===== src/rtl/tomasulo_pkg.sv =====
// Shared definitions for the Tomasulo core: opcodes, tag/data widths and
// the reservation-station entry states.
package tomasulo_pkg;

    localparam int TAG_W  = 6;
    localparam int DATA_W = 16;

    localparam logic [3:0] OP_ADD = 4'd1;
    localparam logic [3:0] OP_JEQ = 4'd6;

    typedef enum logic [1:0] {
        RS_FREE,
        RS_WAITING,
        RS_READY,
        RS_EXEC
    } rs_state_e;

endpackage


===== src/rtl/fxu_rs_entry.sv =====
// One reservation-station entry: state machine, operand registers and
// CDB snooping, including the issue-cycle bypass.
module fxu_rs_entry
    import tomasulo_pkg::*;
#(
    parameter logic [TAG_W-1:0] TAG = 6'h08
) (
    input  logic              clk,
    input  logic              reset,
    input  logic              alloc_i,
    input  logic [3:0]        op_i,
    input  logic              rdy0_i,
    input  logic              rdy1_i,
    input  logic [DATA_W-1:0] src0_i,
    input  logic [DATA_W-1:0] src1_i,
    input  logic              dispatch_i,
    input  logic              cdb_valid_i,
    input  logic [TAG_W-1:0]  cdb_tag_i,
    input  logic [DATA_W-1:0] cdb_data_i,
    output logic              free_o,
    output logic              ready_o,
    output logic [3:0]        op_o,
    output logic [DATA_W-1:0] val0_o,
    output logic [DATA_W-1:0] val1_o
);

    rs_state_e         state_q, state_d;
    logic [3:0]        op_q, op_d;
    logic [DATA_W-1:0] v0_q, v0_d, v1_q, v1_d;
    logic              r0_q, r0_d, r1_q, r1_d;
    logic              byp0, byp1, hit0, hit1;

    // Not-ready operands hold the producer tag in their low bits.
    assign byp0 = cdb_valid_i && (cdb_tag_i == src0_i[TAG_W-1:0]);
    assign byp1 = cdb_valid_i && (cdb_tag_i == src1_i[TAG_W-1:0]);
    assign hit0 = cdb_valid_i && (cdb_tag_i == v0_q[TAG_W-1:0]);
    assign hit1 = cdb_valid_i && (cdb_tag_i == v1_q[TAG_W-1:0]);

    always_comb begin
        state_d = state_q;
        op_d    = op_q;
        v0_d    = v0_q;
        v1_d    = v1_q;
        r0_d    = r0_q;
        r1_d    = r1_q;
        unique case (state_q)
            RS_FREE: begin
                if (alloc_i) begin
                    op_d    = op_i;
                    r0_d    = rdy0_i || byp0;
                    r1_d    = rdy1_i || byp1;
                    v0_d    = (!rdy0_i && byp0) ? cdb_data_i : src0_i;
                    v1_d    = (!rdy1_i && byp1) ? cdb_data_i : src1_i;
                    state_d = (r0_d && r1_d) ? RS_READY : RS_WAITING;
                end
            end
            RS_WAITING: begin
                if (!r0_q && hit0) begin
                    r0_d = 1'b1;
                    v0_d = cdb_data_i;
                end
                if (!r1_q && hit1) begin
                    r1_d = 1'b1;
                    v1_d = cdb_data_i;
                end
                if (r0_d && r1_d) state_d = RS_READY;
            end
            RS_READY: begin
                if (dispatch_i) state_d = RS_EXEC;
            end
            RS_EXEC: begin
                if (cdb_valid_i && cdb_tag_i == TAG) state_d = RS_FREE;
            end
            default: state_d = RS_FREE;
        endcase
    end

    always_ff @(posedge clk) begin
        if (reset) begin
            state_q <= RS_FREE;
            op_q    <= '0;
            v0_q    <= '0;
            v1_q    <= '0;
            r0_q    <= 1'b0;
            r1_q    <= 1'b0;
        end else begin
            state_q <= state_d;
            op_q    <= op_d;
            v0_q    <= v0_d;
            v1_q    <= v1_d;
            r0_q    <= r0_d;
            r1_q    <= r1_d;
        end
    end

    assign free_o  = (state_q == RS_FREE);
    assign ready_o = (state_q == RS_READY);
    assign op_o    = op_q;
    assign val0_o  = v0_q;
    assign val1_o  = v1_q;

endmodule


===== src/rtl/fxu_rs.sv =====
// Reservation-station array for the fixed-point unit: lowest-free issue
// allocation and lowest-ready dispatch on an every-other-cycle cadence.
module fxu_rs
    import tomasulo_pkg::*;
#(
    parameter int               N       = 4,
    parameter logic [TAG_W-1:0] RS_BASE = 6'h08
) (
    input  logic              clk,
    input  logic              reset,
    input  logic              issue_valid,
    input  logic [3:0]        issue_op,
    input  logic              issue_rdy0,
    input  logic              issue_rdy1,
    input  logic [DATA_W-1:0] issue_src0,
    input  logic [DATA_W-1:0] issue_src1,
    output logic              issue_ready,
    output logic [TAG_W-1:0]  issue_rs_num,
    input  logic              cdb_valid,
    input  logic [TAG_W-1:0]  cdb_rs_num,
    input  logic [DATA_W-1:0] cdb_data,
    output logic              fu_valid,
    output logic [TAG_W-1:0]  fu_rs_num,
    output logic [3:0]        fu_op,
    output logic [DATA_W-1:0] fu_val0,
    output logic [DATA_W-1:0] fu_val1
);

    logic [N-1:0]      free_v, ready_v, alloc_oh, disp_oh;
    logic [3:0]        ent_op [N];
    logic [DATA_W-1:0] ent_v0 [N];
    logic [DATA_W-1:0] ent_v1 [N];

    logic [2:0]        alloc_idx, sel_idx;
    logic [3:0]        sel_op;
    logic [DATA_W-1:0] sel_v0, sel_v1;
    logic              issue_acc, disp_en;

    logic              fu_valid_q, fu_valid_d;
    logic [TAG_W-1:0]  fu_tag_q, fu_tag_d;
    logic [3:0]        fu_op_q, fu_op_d;
    logic [DATA_W-1:0] fu_v0_q, fu_v0_d, fu_v1_q, fu_v1_d;

    for (genvar i = 0; i < N; i++) begin : g_ent
        fxu_rs_entry #(.TAG(RS_BASE + TAG_W'(i))) u_ent (
            .clk         (clk),
            .reset       (reset),
            .alloc_i     (issue_acc && alloc_oh[i]),
            .op_i        (issue_op),
            .rdy0_i      (issue_rdy0),
            .rdy1_i      (issue_rdy1),
            .src0_i      (issue_src0),
            .src1_i      (issue_src1),
            .dispatch_i  (disp_en && disp_oh[i]),
            .cdb_valid_i (cdb_valid),
            .cdb_tag_i   (cdb_rs_num),
            .cdb_data_i  (cdb_data),
            .free_o      (free_v[i]),
            .ready_o     (ready_v[i]),
            .op_o        (ent_op[i]),
            .val0_o      (ent_v0[i]),
            .val1_o      (ent_v1[i])
        );
    end

    // Scanning downward lets the lowest index win both encoders.
    always_comb begin
        alloc_idx = '0;
        alloc_oh  = '0;
        sel_idx   = '0;
        disp_oh   = '0;
        sel_op    = '0;
        sel_v0    = '0;
        sel_v1    = '0;
        for (int i = N - 1; i >= 0; i--) begin
            if (free_v[i]) begin
                alloc_idx   = 3'(i);
                alloc_oh    = '0;
                alloc_oh[i] = 1'b1;
            end
            if (ready_v[i]) begin
                sel_idx    = 3'(i);
                disp_oh    = '0;
                disp_oh[i] = 1'b1;
                sel_op     = ent_op[i];
                sel_v0     = ent_v0[i];
                sel_v1     = ent_v1[i];
            end
        end
    end

    assign issue_ready  = |free_v;
    assign issue_rs_num = RS_BASE + {3'b000, alloc_idx};
    assign issue_acc    = issue_valid && issue_ready;
    assign disp_en      = !fu_valid_q && |ready_v;

    always_comb begin
        fu_valid_d = disp_en;
        fu_tag_d   = fu_tag_q;
        fu_op_d    = fu_op_q;
        fu_v0_d    = fu_v0_q;
        fu_v1_d    = fu_v1_q;
        if (disp_en) begin
            fu_tag_d = RS_BASE + {3'b000, sel_idx};
            fu_op_d  = sel_op;
            fu_v0_d  = sel_v0;
            fu_v1_d  = sel_v1;
        end
    end

    always_ff @(posedge clk) begin
        if (reset) begin
            fu_valid_q <= 1'b0;
            fu_tag_q   <= '0;
            fu_op_q    <= '0;
            fu_v0_q    <= '0;
            fu_v1_q    <= '0;
        end else begin
            fu_valid_q <= fu_valid_d;
            fu_tag_q   <= fu_tag_d;
            fu_op_q    <= fu_op_d;
            fu_v0_q    <= fu_v0_d;
            fu_v1_q    <= fu_v1_d;
        end
    end

    assign fu_valid  = fu_valid_q;
    assign fu_rs_num = fu_tag_q;
    assign fu_op     = fu_op_q;
    assign fu_val0   = fu_v0_q;
    assign fu_val1   = fu_v1_q;

endmodule


===== config.mk =====
export PLATFORM = sky130hd
export DESIGN_NAME = fxu_rs
export DESIGN_NICKNAME = d
export VERILOG_FILES = /design/src/rtl/tomasulo_pkg.sv /design/src/rtl/fxu_rs_entry.sv /design/src/rtl/fxu_rs.sv
export SDC_FILE = /design/constraint.sdc
export NUM_CORES = 1
export LEC_CHECK = 0
export ABC_AREA = 0
export CORE_MARGIN = 3
export CORE_UTILIZATION = 25
export CTS_BUF_LIST = sky130_fd_sc_hd__clkbuf_4
export DETAILED_ROUTE_END_ITERATION = 7
export PLACE_DENSITY_LB_ADDON = 0.2
export SLEW_MARGIN = 0
export SYNTH_ARGS = -nofsm -noshare
export SYNTH_HDL_FRONTEND = slang
export SYNTH_SLANG_ARGS = --single-unit

===== constraint.sdc =====
create_clock -name clk -period 3.1 [get_ports clk]
set_clock_uncertainty 0.05 [all_clocks]
set_input_delay 0.31 -clock clk [delete_from_list [all_inputs] [get_ports clk]]
set_output_delay 0.31 -clock clk [all_outputs]
set_load 0.01 [all_outputs]

Word-level counts from Yosys, hierarchy flattened --
Index checks and enable logic that the tools add are counted.
Storage, ports and cells: input port bits 64, register bits 203, logic and storage cells 270, output and inout bits 50
Operators by class: add/subtract/negate cells 2, reduce and logical (&&, ||, !) cells 82, equality and inequality tests 50, muxes and demuxes 107
Operator list (count):
- $mux 16 | 26
- $pmux 16 s2 | 8
- $eq 6x6->1 | 10
- $mux 4 | 12
- $ne 2x1->1 const B | 24
- $logic_and 1x1->1 | 39
- $mux 2 | 19
- $pmux 2 s4 | 4
- $eq 6x4->1 const B | 4
- $mux 1 | 24
- $reduce_and 3->1 | 8
- $mux 3 | 6
- $eq 2x2->1 const B | 8
- $pmux 1 s2 | 8
- $reduce_and 2->1 | 8
- $reduce_and 4->1 | 4
- $logic_not 1->1 | 11
- $add 4x3->5 const A | 2
- $eq 2x1->1 const B | 4
- $logic_not 2->1 | 4
- $reduce_bool 2->1 | 4
- $reduce_or 4->1 | 2
- $logic_or 1x1->1 | 2

Logic depth before layout (Yosys ltp) --
depth in word-level cells 8, depth in mapped cells 9, mapped depth without buffers 7

Cells and area by module --
A second synthesis with hierarchy kept.
Second synthesis, totals: cells, all modules 1342, area, all modules 12547.0 um^2
Modules (own cells, without submodules):
- fxu_rs | seq. area each 800.8 um^2, cells an instance 338, times used 1, area an instance 2844.0 um^2
- fxu_rs_entry (g_ent[1].u_ent) | seq. area each 800.8 um^2, cells an instance 247, times used 1, area an instance 2433.6 um^2
- fxu_rs_entry (g_ent[2].u_ent) | seq. area each 800.8 um^2, cells an instance 248, times used 1, area an instance 2428.6 um^2
- fxu_rs_entry (g_ent[3].u_ent) | seq. area each 800.8 um^2, cells an instance 255, times used 1, area an instance 2424.8 um^2
- fxu_rs_entry (g_ent[0].u_ent) | seq. area each 800.8 um^2, cells an instance 254, times used 1, area an instance 2416.1 um^2

Worst setup path after synthesis --
Ideal clock, no wire load.
path kind register -> register, start point register g_ent[1].u_ent.state_q[0], end point register g_ent[3].u_ent.v1_q[14], arrival time 2162 ps, required time 2907 ps, slack 745 ps, cell stages (with the launch flop) 9, cells stage by stage dfxtp_1 -> inv_1 -> ha_1 -> clkbuf_1 -> or3b_1 -> o21ai_0 -> a21boi_1 -> clkbuf_1 -> a221oi_1
On the way: cells in the longest elaborated chain, start to end 6, elaborated cells between the ends (all ways) 8, those cells by class eq/ne: 1; mux: 2; reduce/logical: 5
RTL lines:
- from (decl) | RTL line fxu_rs_entry.sv:27 | rs_state_e state_q, state_d;
- from (signal assigned) | RTL line fxu_rs_entry.sv:87 | state_q <= state_d;
- $logic_not 2->1 * | RTL line fxu_rs_entry.sv:96 | assign free_o = (state_q == RS_FREE);
- $reduce_or 4->1 or $mux 4 (tied branches) | RTL line fxu_rs.sv:92, fxu_rs.sv:76
- $logic_and 1x1->1 or $mux 4 (tied branches) | RTL line fxu_rs.sv:94, fxu_rs.sv:76
- $logic_and 1x1->1 * | RTL line fxu_rs.sv:48 | .alloc_i (issue_acc && alloc_oh[i]),
- $ne 2x1->1 (no source line) *
- $reduce_and 3->1 (no source line) *
- to (signal assigned) | RTL line fxu_rs_entry.sv:90 | v1_q <= v1_d;
- to (decl) | RTL line fxu_rs_entry.sv:29 | logic [DATA_W-1:0] v0_q, v0_d, v1_q, v1_d;
Mark *: on every way between the ends. The rest lies on a longest branch, timed or not. A chain may end at the register's enable or synchronous reset.

Final worst setup path --
start point register g_ent[0].u_ent.state_q[0], end point output port issue_rs_num[1]
On the way: cells in the longest elaborated chain, start to end 3
RTL lines:
- from (decl) | RTL line fxu_rs_entry.sv:27
- from (signal assigned) | RTL line fxu_rs_entry.sv:87
- $logic_not 2->1 | RTL line fxu_rs_entry.sv:96
- $mux 3 | RTL line fxu_rs.sv:76 | if (free_v[i]) begin
- $add 4x3->5 | RTL line fxu_rs.sv:93 | assign issue_rs_num = RS_BASE + {3'b000, alloc_idx};
- to (decl) | RTL line fxu_rs.sv:18 | output logic [TAG_W-1:0] issue_rs_num,
Every way passes these cells.

==> impl_results.md <==
- CTS tree: built
- Top-area cell type share of the netlist area: 36.9%
- Leakage: 4.79 nW
- First-pass GRT wire length: 65100 microns
- First-pass DRT Iterations: 5
- Kind of critical path: reg -> out
- Most frequent cells in the layout: 200 x dfxtp_1, 136 x nand2_1, 127 x nor2_1
- Routed via count: 10200
- Cts bufs inserted: 17
- Worst setup SP type: register
- Hold depth: 3
- Hold Crit Class: in -> reg
- Final period util: 91.7%
- DP HPWL: 29800 microns
- CTS root buffer: clkbuf_4
- Initial Utilization: 25.6%
- Total GRT Usage: 18.4%
- R2r setup slk: 0.47 ns
- CTS max path bufs: 2
- Die height: 214 microns
- Global route overflow: 0
- Seq cells post-synth: 200
- Post-synthesis sequential area ratio: 36.9%
- WP data required: 2.74 ns
- Filler cells: 4588
- DRT antenna net count: 0
- CP Capture Type: primary output
- Post-Synthesis Cells: 1282
- Critical path startpoint: g_ent[0].u_ent.state_q[0]$_SDFFE_PP0P_
- Post-synth EDFFs: 0
- Post-Route Setup TNS: 0 ns
- Share of cells above drive strength 1: 8.77%
- Reg2Reg Launch Point: g_ent[0].u_ent.state_q[0]$_SDFFE_PP0P_
- Multi-input logic area: 6150 sq um
- Top_reg_cell synth: dfxtp_1
- Hold Crit Start: reset
- Clock sinks: 200
- Power share of the sequential group: 33.9%
- Post-cts gate resize count: 0
- Commonest non-fill, non-tap cell in the layout: dfxtp_1
- RSZ-0062 raised after global routing: no
- Post-synth top area cell: dfxtp_1
- Worst-path maximum fanout: 12
- Core area: 42400 sq um
- Die width: 214 microns
- Main area contributors after synthesis: dfxtp_1 37%, mux2i_1 7.0%, a221oi_1 5.4%, nand2_1 4.7%, nor2_1 4.4%
- Final setup fails: 0
- Full die area: 45900 sq um
- Logic pwr share: 51.7%
- Slew HR: 31.8%
- Clock transition at path regs: 0.19 ns
- H-tree depth: 4
- Power Density: 820 nW/um^2
- GPL Wtd Cong: 0.873
- Cts hold-fix bufs: 0
- VDD IR-drop max: 481 uV
- Vias in the first global route: 10100
- Largest net degree at the start of global routing: 78
- Final #Nets: 1459
- Register Area: 4000 sq um
- Reg2reg path depth: 8
- Status: finished, final reports clean
- I/O Pins: 114
- Pint: 0.00590 W
- Port buffer count: 106
- Crit path time final: 2.84 ns
- Util after Layout: 31.0%
- P&R area growth vs syn: 21.1%
- Clock share of power: 14.4%
- Vias per cell: 5.18
- Max-Cap Viols: 0
- WHS: 0.0746 ns
- Final wirelength: 43000 microns
- Slew Viols, Final: 0
- Worst Hold End: g_ent[3].u_ent.state_q[1]$_SDFFE_PP0P_
- Ys async rst share: 0%
- DRC Markers: 0
- Mapped Area: 10800 sq um
- Warnings from Yosys: 0
- Final hold vios: 0
- Worst skew pair latency: 0.69 ns
- Count of unique library cells instantiated by Yosys: 68
- Fmax: 352 MHz
- Post-CTS Setup Bufs: 0
- Worst R2R End: g_ent[0].u_ent.val0_o[8]$_SDFFE_PP0P_
- Rows: 75
- Least-Margin Pin Slew: 1.02 ns
- Initial antenna violation count: 2
- WL per Instance: 21.8 microns
- Syn Area/Cell: 8.46 sq um
- Sw frac: 45.2%
- DR iter-0 viols: 691
- Switching Power: 0.00487 W
- CP Data Arrival Time: 2.48 ns
worst max path at each step:
stage | end | slack, ns | depth (start not counted)
finish | issue_rs_num[1] | 0.26 | 4
global route | issue_rs_num[1] | 0.09 | 5
CTS | issue_rs_num[1] | 0.18 | 4
detailed placement | g_ent[1].u_ent.state_q[1]$_SDFFE_PP0P_ | 0.22 | 7
global placement | g_ent[2].u_ent.val1_o[3]$_SDFFE_PP0P_ | 0.25 | 8
floorplan | g_ent[3].u_ent.val1_o[14]$_SDFFE_PP0P_ | 0.74 | 8
sequential cells by signal (all words and copies together) (netlist names):
register	flops
g_ent.u_ent.val0_o	64
g_ent.u_ent.val1_o	64
fu_val0	16
fu_val1	16
g_ent.u_ent.op_o	16
g_ent.u_ent.state_q	8
fu_op	4
g_ent.u_ent.r0_q	4
g_ent.u_ent.r1_q	4
fu_rs_num	3
fu_valid	1
through the flow:
step,cells,worst slack [ns],power (W),area (sq um)
2_1_floorplan,1287,0.745,0.00692,10900
3_3_place_gp,1936,0.246,0.00924,12800
3_5_place_dp,1936,0.218,0.00930,12800
4_1_cts,1968,0.183,0.0109,13100
5_1_grt,1972,0.0878,0.0115,13100
6_report,1972,0.258,0.0108,13100
power by group through the flow:
stage / clock network, W / logic (W) / registers, W
after CTS: 0.00163 / 0.00560 / 0.00366
final: 0.00155 / 0.00557 / 0.00366
after detailed placement: 0 / 0.00558 / 0.00372
after floorplan: 0 / 0.00320 / 0.00372
after global placement: 0 / 0.00553 / 0.00371
after global routing: 0.00172 / 0.00606 / 0.00375
worst max-delay path, stage by stage, from the launching register on:
cell	delay [ns]
dfxtp_1	0.42
inv_1	0.08
ha_1	0.36
nor3_1	0.33
clkdlybuf4s50_1	0.61
cell families after synthesis:
| group | Yosys count | share of synthesized area (%) |
|---|---|---|
| mux | 76 | 7.01 |
| compound gates | 351 | 25.0 |
| flops | 200 | 36.9 |
| xor+xnor | 60 | 4.84 |
| other cells | 2 | 0.0692 |
| fa+ha+maj | 17 | 1.96 |
| buf+inv | 172 | 6.91 |
| simple gates | 404 | 17.3 |
cell type report:
class,count,share of cell area (%)
Clock buffer,17,0.972
Antenna cell,4,0.0762
Timing Repair Buffer,177,12.9
Clock inverter,15,1.36
Multi-Input combinational cell,915,46.8
Inverter,67,1.91
Tap cell,577,5.50
Sequential cell,200,30.5
layer usage:
metal	global-route usage, %	vias up	wire, microns
li1	-	4878	-
met1	24.9	5017	20200
met2	29.7	275	19600
met3	3.54	54	2200
met4	5.74	0	958
met5	0	-	0
cells in the mapped netlist, drive strengths merged (22+ instances only):
library cell / count
inv: 67
a221oi: 67
o221ai: 32
mux2i: 76
buf: 31
and3: 39
nor2: 128
a21oi: 22
xnor2: 49
clkbuf: 74
nand3: 39
o21ai: 77
a211oi: 44
nand2: 136
dfxtp: 200
o2bb2ai: 48
(Power assumes the default switching activity.)
